--- config.mk ---
export PLATFORM = sky130hd
export DESIGN_NAME = call_sequencer
export DESIGN_NICKNAME = d
export VERILOG_FILES = /design/src/rtl/call_sequencer.sv
export SDC_FILE = /design/constraint.sdc
export NUM_CORES = 1
export LEC_CHECK = 0
export ABC_AREA = 1
export CAP_MARGIN = 20
export CORE_AREA = 2 2 69 71
export DETAILED_ROUTE_END_ITERATION = 6
export DIE_AREA = 0 0 71 73
export PLACE_DENSITY = 0.66
export SLEW_MARGIN = 30
export SYNTH_ARGS = -nofsm -noshare
export SYNTH_HDL_FRONTEND = slang
export SYNTH_SLANG_ARGS = --single-unit
--- constraint.sdc ---
create_clock -name clk -period 1.8 [get_ports clk]
set_input_delay 0.36 -clock clk [delete_from_list [all_inputs] [get_ports clk]]
set_output_delay 0.36 -clock clk [all_outputs]
set_load 0.05 [all_outputs]
--- src/rtl/call_sequencer.sv ---
// Subroutine call/return sequencer: pushes the return PC onto a descending stack,
// fetches the two-byte target (or pops the saved PC) and steers the PC cache unit.
module call_sequencer (
    input  logic       clk,
    input  logic       reset,
    input  logic       call_req,
    input  logic       ret_req,
    input  logic [7:0] target_addr,
    input  logic       dec_cache_write,
    output logic       busy,
    output logic       done,
    output logic       fault,
    output logic       cache_write,
    output logic       loader_select,
    output logic [7:0] mem_addr,
    output logic       mem_read,
    output logic       mem_write,
    output logic       pc_load,
    output logic [7:0] sp
);

    localparam logic [7:0] SP_INIT     = 8'd255;
    localparam logic [7:0] SP_MIN      = 8'd192;
    localparam logic [7:0] SP_CALL_MIN = SP_MIN + 8'd1;   // a push needs two free bytes
    localparam logic [7:0] SP_RET_MAX  = SP_INIT - 8'd2;  // a pop needs two stacked bytes

    typedef enum logic [2:0] {IDLE, PUSH_HI, PUSH_LO, RD0, RD1, LOAD} state_t;

    state_t     state_q, state_d;
    logic [7:0] sp_q, sp_d;
    logic [7:0] addr_q, addr_d;
    logic       fault_q, fault_d;
    logic       is_ret_q, is_ret_d;

    // NOTE: state registers use non-blocking assignments and reset asynchronously.
    always_ff @(posedge clk or negedge reset) begin
        if (!reset) begin
            state_q  <= IDLE;
            sp_q     <= SP_INIT;
            addr_q   <= 8'd0;
            fault_q  <= 1'b0;
            is_ret_q <= 1'b0;
        end else begin
            state_q  <= state_d;
            sp_q     <= sp_d;
            addr_q   <= addr_d;
            fault_q  <= fault_d;
            is_ret_q <= is_ret_d;
        end
    end

    // NOTE: every output and next-state value gets a default first so no latch is inferred.
    always_comb begin
        state_d       = state_q;
        sp_d          = sp_q;
        addr_d        = addr_q;
        fault_d       = fault_q;
        is_ret_d      = is_ret_q;
        busy          = 1'b1;
        done          = 1'b0;
        cache_write   = 1'b0;
        loader_select = 1'b1;
        mem_addr      = 8'd0;
        mem_read      = 1'b0;
        mem_write     = 1'b0;
        pc_load       = 1'b0;

        case (state_q)
            IDLE: begin
                busy        = 1'b0;
                cache_write = dec_cache_write;
                if (!fault_q) begin
                    if (call_req) begin
                        if (sp_q < SP_CALL_MIN) begin
                            fault_d = 1'b1;
                        end else begin
                            cache_write = 1'b1;
                            addr_d      = target_addr;
                            is_ret_d    = 1'b0;
                            state_d     = PUSH_HI;
                        end
                    end else if (ret_req) begin
                        if (sp_q > SP_RET_MAX) begin
                            fault_d = 1'b1;
                        end else begin
                            addr_d   = sp_q + 8'd1;
                            is_ret_d = 1'b1;
                            state_d  = RD0;
                        end
                    end
                end
            end
            PUSH_HI: begin
                mem_write     = 1'b1;
                mem_addr      = sp_q;
                loader_select = 1'b0;
                sp_d          = sp_q - 8'd1;
                state_d       = PUSH_LO;
            end
            PUSH_LO: begin
                mem_write = 1'b1;
                mem_addr  = sp_q;
                sp_d      = sp_q - 8'd1;
                state_d   = RD0;
            end
            RD0: begin
                mem_read = 1'b1;
                mem_addr = addr_q;
                state_d  = RD1;
            end
            RD1: begin
                // Upper register captures the byte read at addr while addr+1 is requested.
                mem_read      = 1'b1;
                mem_addr      = addr_q + 8'd1;
                loader_select = 1'b0;
                state_d       = LOAD;
            end
            LOAD: begin
                pc_load = 1'b1;
                done    = 1'b1;
                if (is_ret_q) sp_d = sp_q + 8'd2;
                state_d = IDLE;
            end
            default: state_d = IDLE;
        endcase

        // Decoder write requests must not reach the cache unit while held in reset.
        if (!reset) cache_write = 1'b0;
    end

    assign fault = fault_q;
    assign sp    = sp_q;

endmodule

==> metrics.md, run 1 <==
| Metric | Value |
|---|---|
| IO Pins | 37 |
| Initial antenna violation count | 0 |
| Tot GR Track Use | 24.5% |
| EDFF count, synth | 0 |
| Non-Filler Instances | 424 |
| Design area | approximately 3300 um^2 |
| Row count | 25 |
| Post-Syn Area | 1710 um^2 |
| P&R area growth vs syn | 92.7% |
| Pwr per Cell Area | 272 nW/um^2 |
| Gate power share | 9.9% |
| Clock Pin Slew Worst Setup and Hold Paths | around 0.080 ns |
| Area of the multi-input gates | around 1300 um^2 |
| RSZ-0062 raised after global routing | true |
| Aggregate global routing overflow | 0 |
| Syn nets | 286 |
| Port bufs | 36 |
| CP Launch Type | register |
| Fin Clk Skew | ~0.0021 ns |
| Kind of end point of the critical path | primary output |
| HP Class | reg2reg |
| Cells after DPL | 380 |
| Synthesized area per cell | 6.41 um^2 |
| DR vias | roughly 2,300 |
| P_int | between 0.6 and 0.7 mW |
| Sequential cell area | 544 um^2 |
| Placed cell area | 2600 um^2 |
| Fill count | 303 |
| Final net count | just under 400 |
| Hold path start | addr_q[5] |
| Yosys warns | 0 |
| Top cell family by delay on the critical path | flip-flops |
| Critical path fanouts, max | 3 |
| Run status | finished, violations left |
| Critical R2R Launch | sp[1] |
| Primary FF master, synth | dfrtp_1 |
| WL per Instance | 16.3 um |
| Crit path max-delay cell type | dfstp_4 |
| Die Y | 73 um |
| Setup CP Type | reg2out |
| Max transition margin | 75.2% |
| Register bit total from synthesis | 21 |
| Syn Inst Count | between 200 and 300 |
| Leading cell type in the layout, fill and taps excluded | nand2_1 |
| Routed WL | 6930 um |
| R2R setup slack | -0.09 ns |
| Failing checks | negative setup slack |
| First-pass GRT wire length | 10000 um |
| Root Buffer | clkbuf_8 |
| TritonCTS clock tree | built |
| Clock buffer depth | 2 |
| Htree depth | 1 |
| Max VDD drop | 0.000512 V |
| Post-synth ARST share | 100% |
| Slew Viols, Final | 0 |
| Crit path DAT | 1.72 ns |
| Hold endpoint | addr_q[5] |
| R2R depth | 13 |
| Remaining DRCs | 0 |
| Max-Cap Viols | 0 |
| Top cell type's share of synthesized area | 20.2% |
| Final setup fails | 21 |
| Net Sw Frac | 24.9% |
| DR iter-0 viols | 280 |
| Period utilization | 115% |
| PnR worst setup slack | -0.278 ns |
| Most used cell, CP | buf_6 |
| CP peak stage delay | ~0.64 ns |
| Worst path buffer plus inverter count | 4 |
| CTS Buf Count | 3 |
| Leak | 1.60 nW |
| Sw power | 0.223 mW |
| DIE WIDTH | 71 um |
| Data required, critical path | 1.44 ns |
| Post-synthesis sequential area ratio | 31.4% |
| Pre-CTS setup slack | -0.0790 ns |
| # hold bufs at CTS | 0 |
| Final hold violation count | 0 |
| Tmin final | 2.08 ns |
| Cell Chain, Critical Path | inv_4 > buf_6 > buf_6 > o211ai_1 > clkbuf_16 |
| Slew @ Worst Pin | ~0.37 ns |
| Full die area | 5180 um^2 |
| Fin Hold WS | 0.485 ns |
| Hold Crit Depth | 2 |
| Critical R2R Capture | addr_q[2] |
| Initial core utilization | between 30 and 40% |
| Vias in the first global route | 2,043 |
| Antenna-violating nets left | 0 |
| Clk_lat worst skew | about 0.27 ns |
| Most frequent cells in the layout | nand2_1, buf_4, inv_1, nand3_1, buf_12 |
| GP Congestion | 0.886 |
| Fmax | between 400 and 500 MHz |
| Largest area contributor in the netlist | nand2_1 |
| Fraction of layout cells with a size suffix above 1 | 48.1% |
| Largest net degree at the start of global routing | 22 |
| Count of cell types in the netlist | 30 |
| DRT Pass-1 Iters | 4 |
| Clk sinks | 21 |
| Core Area | 4540 um^2 |
| Clock group share of total power | 37.2% |
| Flop pwr share | 52.8% |
| Vias/cell | 5.39 |
| Leading post-synthesis cells by cell area | nand2_1, dfrtp_1, dfstp_2, nand3_1, inv_1 |
| ANT cells | 0 |
| Post-DP HPWL | 4110 um |
| Total chip power | 0.894 mW |
kinds of logic after synthesis:
family	Yosys count	share of synthesized area, %
AO/OA/AOI/OAI	34	11.9
XOR/XNOR	4	2.05
adder cells (fa/ha/maj)	7	5.14
buffers and inverters	42	9.90
AND/OR/NAND/NOR	158	39.6
flip-flops	21	31.4
layer usage:
layer,up-vias,GRT usage (%),wire (um)
li1,1068,-,-
met1,1079,31.7,2750
met2,111,42.4,3440
met3,29,3.04,376
met4,0,8.81,353
met5,-,0,0
timing repair:
action,CTS,global route
pin swaps,17,24
buffers inserted,18,26
gates cloned,1,0
gates resized for setup,46,49
endpoints found under the setup margin,20,27
hold endpoints to repair,0,0
worst max-delay path by stage:
stage,from,end,slack (ns),cells past startpoint
2_1_floorplan,sp[0],cache_write,-0.26,5
3_3_place_gp,sp[0],cache_write,-0.04,6
3_5_place_dp,sp[0],cache_write,-0.08,6
4_1_cts,sp[1],cache_write,-0.25,6
5_1_grt,sp[1],mem_addr[1],-0.31,5
6_report,sp[1],mem_addr[1],-0.28,5
Yosys cell counts (4+ instances only):
cell type	instances
a21oi_1	6
dfrtp_1	13
dfstp_2	8
ha_1	7
inv_1	33
nand2_1	92
nand3_1	30
nand3_2	4
nor2_1	23
o21ai_0	14
o221ai_1	4
xor2_1	4
area by class of cell:
class | instances | area share [%]
Clock inverter | 1 | 0.152
Timing Repair Buffer | 104 | 34.8
Inverter | 37 | 4.68
Multi-Input combinational cell | 204 | 40.5
Clock buffer | 3 | 1.26
Sequential cell | 21 | 16.6
Tap cell | 54 | 2.06
state kept, by name (all words and copies together), names as in the netlist:
register  cells
is_ret_q      1
sp            8
fault         1
state_q       3
addr_q        8
worst reg2reg max path, cell delays in order (launching register included):
cell     delay (ns)
dfstp_4        0.64
inv_4          0.05
buf_6          0.11
buf_4          0.14
ha_4           0.15
inv_1          0.04
nand2_1        0.05
nor2_1         0.07
nand3_1        0.11
nand2_2        0.14
inv_4          0.07
nand3_4        0.13
nand2_2        0.09
nand2_2        0.05
per-stage QoR:
stage / util [%] / setup TNS, ns
after floorplan: - / -0.737
after global placement: 57.4 / -0.0621
after detailed placement: 57.4 / -0.418
after CTS: 65.2 / -1.49
after global routing: 72.5 / -4.28
final: 72.5 / -2.70
power by group through the flow:
stage                     clock (mW)  combinational (mW)  sequential, mW
after floorplan                    0              0.0270           0.481
after global placement             0              0.0835           0.481
after detailed placement           0              0.0835           0.481
after CTS                      0.334              0.0842           0.472
after global routing           0.357              0.0974           0.472
final                          0.333              0.0889           0.472
(Power assumes the default switching activity.)
==> run 2, diff against run 1 <==
Settings changed: CAP_MARGIN 20 to not set.
==> results of run 2 <==
The final DEF is identical to that of run 1; final timing and power are the same.
